File: src/rtl/axi_master_pkg.sv
// Shared state encoding, AXI field widths/codes and helpers for the AXI burst master.
// Pure declarations: no timing, no handshakes.
package axi_master_pkg;
    localparam int AXI_LEN_W   = 8;
    localparam int AXI_SIZE_W  = 3;
    localparam int AXI_BURST_W = 2;
    localparam int AXI_RESP_W  = 2;
    localparam int PAGE_BYTES  = 4096;

    localparam logic [AXI_BURST_W-1:0] BURST_INCR = 2'b01;

    localparam logic [AXI_RESP_W-1:0] RESP_OKAY   = 2'b00;
    localparam logic [AXI_RESP_W-1:0] RESP_EXOKAY = 2'b01;
    localparam logic [AXI_RESP_W-1:0] RESP_SLVERR = 2'b10;
    localparam logic [AXI_RESP_W-1:0] RESP_DECERR = 2'b11;

    typedef enum logic [2:0] {
        ST_IDLE,
        ST_AR,
        ST_R,
        ST_AW,
        ST_W,
        ST_B,
        ST_ERR
    } state_e;

    // Severity order matches the numeric encoding: OKAY < EXOKAY < SLVERR < DECERR.
    function automatic logic [AXI_RESP_W-1:0] resp_max(input logic [AXI_RESP_W-1:0] a,
                                                       input logic [AXI_RESP_W-1:0] b);
        return (a > b) ? a : b;
    endfunction

    function automatic logic [AXI_SIZE_W-1:0] size_from_width(input int data_w);
        return AXI_SIZE_W'($clog2(data_w / 8));
    endfunction
endpackage

File: src/rtl/axi_beat_counter.sv
// Beat counter shared by the R and W phases; clear/increment, flags the final beat (count == len).
// One cycle from inc to updated count; no handshake of its own.
module axi_beat_counter #(
    parameter int LEN_W = 4
) (
    input  logic             clk,
    input  logic             rst,
    input  logic             clr,
    input  logic             inc,
    input  logic [LEN_W-1:0] len,
    output logic             last
);
    // One spare bit so a max-length burst (len all-ones) cannot wrap back to zero.
    logic [LEN_W:0] cnt_q, cnt_d;

    always_comb begin
        cnt_d = cnt_q;
        if (clr) begin
            cnt_d = '0;
        end else if (inc) begin
            cnt_d = cnt_q + 1'b1;
        end
    end

    always_ff @(posedge clk) begin
        if (rst) begin
            cnt_q <= '0;
        end else begin
            cnt_q <= cnt_d;
        end
    end

    assign last = (cnt_q == {1'b0, len});
endmodule

File: src/rtl/axi_burst_master.sv
// Single-outstanding AXI4 burst master: one request -> AR/R or AW/W/B, worst response reported on done.
// Read latency 1 + N cycles with a zero-wait slave; write beats stall on wr_valid/WREADY, reads never stall R.
module axi_burst_master
    import axi_master_pkg::*;
#(
    parameter int              ADDR_W    = 32,
    parameter int              DATA_W    = 32,
    parameter int              ID_W      = 4,
    parameter int              LEN_W     = 4,
    parameter logic [ID_W-1:0] MASTER_ID = '0
) (
    input  logic                   clk,
    input  logic                   rst,
    input  logic                   req_valid,
    output logic                   req_ready,
    input  logic                   req_write,
    input  logic [ADDR_W-1:0]      req_addr,
    input  logic [LEN_W-1:0]       req_len,
    input  logic                   wr_valid,
    output logic                   wr_ready,
    input  logic [DATA_W-1:0]      wr_data,
    input  logic [DATA_W/8-1:0]    wr_strb,
    output logic                   rd_valid,
    output logic [DATA_W-1:0]      rd_data,
    output logic                   rd_last,
    output logic                   done_valid,
    output logic [AXI_RESP_W-1:0]  done_resp,
    output logic                   busy,
    output logic [ID_W-1:0]        awid,
    output logic [ADDR_W-1:0]      awaddr,
    output logic [AXI_LEN_W-1:0]   awlen,
    output logic [AXI_SIZE_W-1:0]  awsize,
    output logic [AXI_BURST_W-1:0] awburst,
    output logic                   awvalid,
    input  logic                   awready,
    output logic [DATA_W-1:0]      wdata,
    output logic [DATA_W/8-1:0]    wstrb,
    output logic                   wlast,
    output logic                   wvalid,
    input  logic                   wready,
    input  logic [ID_W-1:0]        bid,
    input  logic [AXI_RESP_W-1:0]  bresp,
    input  logic                   bvalid,
    output logic                   bready,
    output logic [ID_W-1:0]        arid,
    output logic [ADDR_W-1:0]      araddr,
    output logic [AXI_LEN_W-1:0]   arlen,
    output logic [AXI_SIZE_W-1:0]  arsize,
    output logic [AXI_BURST_W-1:0] arburst,
    output logic                   arvalid,
    input  logic                   arready,
    input  logic [ID_W-1:0]        rid,
    input  logic [DATA_W-1:0]      rdata,
    input  logic [AXI_RESP_W-1:0]  rresp,
    input  logic                   rlast,
    input  logic                   rvalid,
    output logic                   rready
);
    localparam int                    BYTES  = DATA_W / 8;
    localparam logic [AXI_SIZE_W-1:0] AXSIZE = size_from_width(DATA_W);

    state_e                  state_q, state_d;
    logic [ADDR_W-1:0]       addr_q, addr_d;
    logic [LEN_W-1:0]        len_q, len_d;
    logic [AXI_RESP_W-1:0]   resp_q, resp_d;
    logic [AXI_RESP_W-1:0]   r_resp, b_resp;
    logic [31:0]             span_end;
    logic                    crosses;
    logic                    cnt_clr, cnt_inc, cnt_last;

    axi_beat_counter #(.LEN_W(LEN_W)) u_beat_cnt (
        .clk  (clk),
        .rst  (rst),
        .clr  (cnt_clr),
        .inc  (cnt_inc),
        .len  (len_q),
        .last (cnt_last)
    );

    // A burst whose exclusive end offset reaches the next 4KB page is refused locally.
    assign span_end = 32'(req_addr[11:0]) + (32'(req_len) + 32'd1) * 32'(BYTES);
    assign crosses  = (span_end >= 32'(PAGE_BYTES));

    assign arid    = MASTER_ID;
    assign araddr  = addr_q;
    assign arlen   = AXI_LEN_W'(len_q);
    assign arsize  = AXSIZE;
    assign arburst = BURST_INCR;
    assign awid    = MASTER_ID;
    assign awaddr  = addr_q;
    assign awlen   = AXI_LEN_W'(len_q);
    assign awsize  = AXSIZE;
    assign awburst = BURST_INCR;
    assign wdata   = wr_data;
    assign wstrb   = wr_strb;
    assign rd_data = rdata;
    assign busy    = (state_q != ST_IDLE);

    always_comb begin
        r_resp = resp_max(resp_q, rresp);
        // RLAST must coincide with the len-th beat; a stray ID is also a slave fault.
        if ((rid != MASTER_ID) || (rlast != cnt_last)) begin
            r_resp = resp_max(r_resp, RESP_SLVERR);
        end
        b_resp = resp_max(resp_q, bresp);
        if (bid != MASTER_ID) begin
            b_resp = resp_max(b_resp, RESP_SLVERR);
        end
    end

    always_comb begin
        state_d    = state_q;
        addr_d     = addr_q;
        len_d      = len_q;
        resp_d     = resp_q;
        req_ready  = 1'b0;
        arvalid    = 1'b0;
        awvalid    = 1'b0;
        wvalid     = 1'b0;
        wr_ready   = 1'b0;
        wlast      = 1'b0;
        bready     = 1'b0;
        rready     = 1'b0;
        rd_valid   = 1'b0;
        rd_last    = 1'b0;
        done_valid = 1'b0;
        cnt_clr    = (state_q == ST_IDLE);
        cnt_inc    = 1'b0;
        case (state_q)
            ST_IDLE: begin
                req_ready = 1'b1;
                resp_d    = RESP_OKAY;
                if (req_valid) begin
                    addr_d = req_addr;
                    len_d  = req_len;
                    if (crosses)        state_d = ST_ERR;
                    else if (req_write) state_d = ST_AW;
                    else                state_d = ST_AR;
                end
            end
            ST_AR: begin
                arvalid = 1'b1;
                if (arready) state_d = ST_R;
            end
            ST_R: begin
                rready = 1'b1;
                if (rvalid) begin
                    rd_valid = 1'b1;
                    rd_last  = rlast;
                    // Saturate at len so a missing RLAST keeps flagging until it finally arrives.
                    cnt_inc  = !cnt_last;
                    resp_d   = r_resp;
                    if (rlast) begin
                        done_valid = 1'b1;
                        state_d    = ST_IDLE;
                    end
                end
            end
            ST_AW: begin
                awvalid = 1'b1;
                if (awready) state_d = ST_W;
            end
            ST_W: begin
                wvalid   = wr_valid;
                wr_ready = wready;
                wlast    = cnt_last;
                if (wr_valid && wready) begin
                    cnt_inc = !cnt_last;
                    if (cnt_last) state_d = ST_B;
                end
            end
            ST_B: begin
                bready = 1'b1;
                if (bvalid) begin
                    resp_d     = b_resp;
                    done_valid = 1'b1;
                    state_d    = ST_IDLE;
                end
            end
            ST_ERR: begin
                resp_d     = RESP_SLVERR;
                done_valid = 1'b1;
                state_d    = ST_IDLE;
            end
            default: state_d = ST_IDLE;
        endcase
    end

    assign done_resp = resp_d;

    always_ff @(posedge clk) begin
        if (rst) begin
            state_q <= ST_IDLE;
            addr_q  <= '0;
            len_q   <= '0;
            resp_q  <= RESP_OKAY;
        end else begin
            state_q <= state_d;
            addr_q  <= addr_d;
            len_q   <= len_d;
            resp_q  <= resp_d;
        end
    end
endmodule

File: config.mk
export PLATFORM = sky130hd
export DESIGN_NAME = axi_burst_master
export DESIGN_NICKNAME = d
export VERILOG_FILES = /design/src/rtl/axi_master_pkg.sv /design/src/rtl/axi_beat_counter.sv /design/src/rtl/axi_burst_master.sv
export SDC_FILE = /design/constraint.sdc
export NUM_CORES = 1
export LEC_CHECK = 0
export ABC_AREA = 0
export BUFFER_PORTS_ARGS = -buffer_cell sky130_fd_sc_hd__buf_2
export CORE_AREA = 3 3 119 121
export CTS_CLUSTER_DIAMETER = 60
export CTS_CLUSTER_SIZE = 10
export DETAILED_ROUTE_END_ITERATION = 6
export DIE_AREA = 0 0 122 124
export GPL_ROUTABILITY_DRIVEN = 0
export PLACE_DENSITY = 0.6
export RECOVER_POWER = 25
export SLEW_MARGIN = 10
export SYNTH_ARGS = -nofsm -noshare
export SYNTH_HDL_FRONTEND = slang
export SYNTH_HIERARCHICAL = 1
export SYNTH_SLANG_ARGS = --single-unit
File: constraint.sdc
create_clock -name clk -period 2.7 [get_ports clk]
set_clock_uncertainty 0.05 [all_clocks]
set_input_delay 0.135 -clock clk [delete_from_list [all_inputs] [get_ports clk]]
set_output_delay 0.135 -clock clk [all_outputs]
set_load 0.02 [all_outputs]
# Word-level counts from Yosys, hierarchy flattened
# Index checks and enable logic that the tools add are counted.
[totals]
regBits = 46
out_inout_bits = 180
[classes]
addsub = 3
magnitude_cmp = 5
n_eq_ne = 16
mux = 39
n_reduce_logical = 10
[ops]
columns = ["op", "count"]
rows = [
  ["$mux 3", 9],
  ["$mux 2", 9],
  ["$pmux 3 s6", 1],
  ["$mux 1", 17],
  ["$ne 2x2->1 const B", 8],
  ["$add 12x7->13", 1],
  ["$ge 13x13->1 const B", 1],
  ["$eq 3x3->1 const B", 3],
  ["$pmux 2 s4", 1],
  ["$reduce_and 8->1", 1],
  ["$reduce_bool 4->1", 2],
  ["$eq 3x2->1 const B", 2],
  ["$add 4x1->5 const B", 1],
  ["$add 5x1->5 const B", 1],
  ["$eq 5x4->1", 1],
  ["$gt 2x2->1", 2],
  ["$gt 2x2->1 const B", 2],
  ["$eq 3x1->1 const B", 1],
  ["$logic_not 3->1", 1],
  ["$pmux 1 s3", 1],
  ["$reduce_bool 3->1", 1],
  ["$pmux 1 s2", 1],
  ["$reduce_and 2->1", 1],
  ["$reduce_or 2->1", 1],
  ["4 further kinds", 4],
]

# Longest topological paths before layout
[logic_depth]
word_depth = 7
ltp_mapped = 9
ltp_nobuf = 9

# Cells and area by module
# The synthesis kept the hierarchy.
[by_module_without_submodules]
columns = ["module", "n_inst", "cells_per_inst", "area_each_um2"]
rows = [
  ["axi_burst_master", 1, 405, 3078.0],
  ["axi_beat_counter", 1, 25, 244.0],
]

# Worst setup path after synthesis
# Ideal clock, no wire load.
[synth_path]
kind = "reg2reg"
startpoint = "register state_q[2]"
endpoint = "register u_beat_cnt.cnt_q[4]"
setup_ps = 169
t_arrival_ps = 2029
required_time_ps = 2481
setup_slack_ps = 452
path_stages_with_launch = 8
path_buffers = 1
synth_period_minus_slack_ps = 2248
cell_sequence = "dfxtp_1 -> buf_2 -> nor3b_1 -> nand2_1 -> a21oi_1 -> nand4_1 -> xor2_1 -> nor3_1"
[synth_between]
elab_chain_len = 2
word_cells_on_any_way = 5
cone_classes = "2 x eq/ne; 1 x mux; 2 x reduce/logical"
[synth_rtl]
columns = ["element", "line_no", "source"]
rows = [
  ["start: declaration", "axi_burst_master.sv:62", "state_e state_q, state_d;"],
  ["start signal: assignment", "axi_burst_master.sv:198", "state_q <= state_d;"],
  ["$eq 3x3->1 / $eq 3x2->1 (equally long branches)", "axi_burst_master.sv:129", "case (state_q)"],
  ["$pmux 1 s2 *", "axi_burst_master.sv:129", ""],
  ["net cnt_inc", "axi_burst_master.sv:69", "logic cnt_clr, cnt_inc, cnt_last;"],
  ["end signal: assignment", "axi_beat_counter.sv:29", "cnt_q <= cnt_d;"],
  ["end: declaration", "axi_beat_counter.sv:14", "logic [LEN_W:0] cnt_q, cnt_d;"],
]
# Mark *: on every way through the listed nets, which the timed path passes. The rest lies on a longest branch.
# A chain may end at the register's enable or synchronous reset.

# Worst setup path after layout
[layout_path]
startpoint = "register len_q[1]"
endpoint = "output done_resp[0]"
[layout_between]
elab_chain_len = 6
[layout_rtl]
columns = ["element", "line_no", "source"]
rows = [
  ["start: declaration", "axi_burst_master.sv:64", "logic [LEN_W-1:0] len_q, len_d;"],
  ["start signal: assignment", "axi_burst_master.sv:200", "len_q <= len_d;"],
  ["$eq 5x4->1", "axi_beat_counter.sv:33", "assign last = (cnt_q == {1'b0, len});"],
  ["net cnt_last", "axi_burst_master.sv:69", ""],
  ["$ne 1x1->1", "axi_burst_master.sv:102", "if ((rid != MASTER_ID) || (rlast != cnt_last)) begin"],
  ["$logic_or 1x1->1", "axi_burst_master.sv:102", ""],
  ["$mux 2", "axi_burst_master.sv:102", ""],
  ["$mux 2", "axi_burst_master.sv:147", "if (rvalid) begin"],
  ["$pmux 2 s4", "axi_burst_master.sv:129", ""],
  ["end: declaration", "axi_burst_master.sv:27", "output logic [AXI_RESP_W-1:0] done_resp,"],
]
# The timed path passes the listed nets, and every way through them passes these cells.

==> impl_summary.md <==
Run status
The flow ran to the end, and the final reports show no timing, DRC or antenna violations.

Setup path
In this run the number of cells on the critical path is 10. The critical path goes through xnor2_1 > nand3_1 > nor3_1 > buf_4 > xnor2_1 > nand2_1 > a221oi_2 > o311ai_1 > nand3_1 > buf_2. The sum of buffers and inverters on the critical path is 2. The classification of the worst setup path is reg2out. At the worst endpoint, the required time is 2520 ps. The nature of the critical path endpoint is a primary output. The slowest stage of the critical path belongs to the cell dfxtp_1.

On the critical path the largest part of the delay comes from compound AO/OA/AOI/OAI gates. The setup slack of the most critical reg-to-reg path is 650 ps. STA classifies the critical path startpoint as a flop.

For the worst setup path, the data arrival time is roughly 2200 ps. Along the worst path, the maximum fanout reaches 4. The worst register-to-register path has a depth of 9. The largest stage delay on the critical path is 410 ps.

Synth
The average instance in the mapped netlist occupies 7.73 um2. The number of distinct standard cells referenced by the synthesized netlist is 45. The area fraction of the dominant cell type after synthesis is 0.296. The count of flip-flops with a built-in enable after synthesis is 0.

By area the synthesized netlist is led by buf_4, dfxtp_1, nand2_1, a21oi_1, ha_1. The top cell type by total area after synthesis is buf_4. Counting flops with an async set or reset pin after synthesis yields a share of 0. The most used flip-flop cell after synthesis is dfxtp_1.

For this run, the number of Yosys warnings is 6. The number of instances in the synthesized netlist is 430. Counting flops and latches in the post-synthesis netlist gives 46.

The synthesized cell area is 3320 um2. Of the synthesized area, sequential elements account for 0.277.

Timing
The minimum hold slack is 27.1 ps. The maximum clock frequency is between 400 and 500 MHz. The setup TNS is 0 ps. The hold violation total from the final report was 0. The relative max-transition margin is 0.643. The number of max-slew violations in the final report is 0. In the finished design, the share of the clock period the worst path needs comes to 0.877. Setup repair after global routing left no endpoint under its margin. At the pin with the least slew margin, the transition time is 534 ps. The total setup violations reported at the end of the flow is 0.

The shortest period the worst path allows is 2370 ps.

Routing
Dividing the detail-routed wire length by the instance count gives 12.7 um. The detailed router placed 2659 vias in this run. The sum of routed wire length over all layers is between 8000 and 9000 um. The detailed router finished its first iteration with roughly 130 violations.

The detailed-route DRC error count is 0. The total iterations of the first detailed-routing run is 4. After detailed routing, the number of vias per cell comes to between 4 and 5.

The detail route stage leaves a number of antenna-violating nets equal to 0.

Final layout
The area of combinational cells with multiple inputs is 1390 um2. The footprint of the flip-flops and latches is a little over 900 um2. The share of the core filled with cells is 0.266.

The count of inserted antenna diode cells is 0. The fraction of layout instances using a drive strength above 1 is 0.345. The post-route cell area is 3510 um2. The area growth from synthesis to final layout is 5.57%.

The final layout net count is 609. The number of inserted filler cells in the final layout is 1507.

Min path
The worst hold-check path type is in2reg. Counting instances, the worst hold path has a depth of 3.

Clocking
After clock tree synthesis, the repair step resized 0 gates. The clock drives 46 sinks. After clock tree synthesis, the flow added hold-fix buffers numbering 0.

The number of buffers created by CTS is 5. The root buffer cell is clkbuf_16. The largest buffer count on any clock path is 2.

The maximum level of the CTS H-tree is 2. TritonCTS built the clock tree. The clock slew seen by the registers of the worst setup and hold paths is 60 ps. The number of setup buffers added after CTS is 0.

The clock reaches the later pin of the worst-skew pair after 290 ps.

Global routing
The remaining global-route overflow is 0. In the global route stage, overall resource usage came out at 0.103. The initial antenna violation count was 0.

The number of global-route vias before repair was 2395. Entering global routing, the biggest net connects 37 pins. The wire length of the first global-routing pass is 12300 um.

Placement
The placed instance area is 3360 um2. In this run the tool buffered the top-level ports with 144 buffer cells. The HPWL after detailed placement is 6200 um.

Floorplan
The floorplan step defined a die boundary enclosing 15100 um2. The die is ~120 um wide. The area of the core region is between 10000 and 15000 um2. From bottom edge to top edge, the die measures 124 um. The number of ports placed on the die boundary is slightly above 300. The initial cell density of the core is 0.252.

The number of cell rows is 42.

Power and ir drop
In this run the static leakage power is about 0.0018 uW. The share of total power dissipated in the clock network is 0.213. In this run the power density over the cells is 844 nW/um2. The switching power share of the total is 0.446.

VDD sags by at most between 0.0002 and 0.00025 V. The switching power of the nets is 1320 uW. Of the total power, registers draw 0.314.

The overall power after layout is between 2000 and 3000 uW. The share of total power dissipated in combinational logic is 0.473. The total internal power is around 1600 uW.

Job
Across the run, the number of max-cap violations was 0.
## stage by stage
stage | setup WS (ps) | std cells
after global routing | 172 | 645
after detailed placement | 560 | 637
after floorplan | 452 | 454
after CTS | 329 | 645
after global placement | 542 | 637
final | 333 | 645
## synth_stat cells (4+ instances only)
cell type	n
a21oi_1	42
and3_1	8
buf_2	5
buf_4	131
clkbuf_1	7
dfxtp_1	46
ha_1	13
inv_1	15
nand2_1	84
nand2b_1	4
nand3_1	5
nand3b_1	4
nor2_1	6
nor3_1	12
xnor2_1	7
xor2_1	5
## power by group through the flow
stage	combinational [uW]	clock [uW]	sequential, uW
2_1_floorplan	1160	0	1020
3_3_place_gp	1420	0	944
3_5_place_dp	1420	0	947
4_1_cts	1420	671	933
5_1_grt	1550	695	959
6_report	1400	631	930
## worst paths after layout
kind,from,endpoint
min reg2reg,araddr[30],araddr[30]
min,req_addr[14],araddr[14]
max,len_q[1],done_resp[0]
max reg2reg,len_q[1],state_q[1]
## flip-flops by register name, summed over array words and instances, names as in the netlist
register,cells
u_beat_cnt/cnt_q,5
state_q,3
resp_q,2
len_q,4
araddr,32
## layout by cell type (no fill, tap or decap), types with 7 or more instances in the layout
cell type / instances
a21oi_1: 42
and3_1: 8
buf_2: 144
buf_4: 7
conb_1: 26
dfxtp_1: 46
ha_1: 13
inv_1: 15
nand2_1: 84
nor3_1: 12
xnor2_1: 7
## layout make-up
| cell class | count | area share |
|---|---|---|
| clock buffers | 7 | 0.0407 |
| repair buffers | 151 | 0.220 |
| multi-input cells | 249 | 0.396 |
| well taps | 176 | 0.0628 |
| flip-flops and latches | 46 | 0.263 |
| clock inverters | 1 | 0.00143 |
| inverters | 15 | 0.0161 |
## kinds of logic (layout without fill, tap and decap cells)
family / after synthesis / count (layout) / synth area share
buffers and inverters: 159 / 174 / 0.332
and+or+nand+nor: 134 / 134 / 0.182
AOI/OAI and AO/OA: 60 / 60 / 0.111
DFF: 46 / 46 / 0.277
adders and majority gates: 14 / 14 / 0.0550
xor gates and xnor gates: 12 / 12 / 0.0316
muxes: 3 / 3 / 0.00942
other: 2 / 26 / 0.00226
## worst register-to-register path, cell delays in order (launching register included)
cell and delay (ps):
dfxtp_1 410, xnor2_1 140, nand3_1 90, nor3_1 150, buf_4 170, inv_1 40
a22oi_1 200, o221ai_2 190, or4_1 430, o21ai_1 120
## routing by layer
metal,track usage,vias to the layer above,share of wire
met5,0,-,0
met4,0.0413,0,0.023
met3,0.0282,23,0.089
met2,0.166,121,0.46
met1,0.130,1193,0.43
li1,-,1322,-
(Power assumes the default switching activity.)
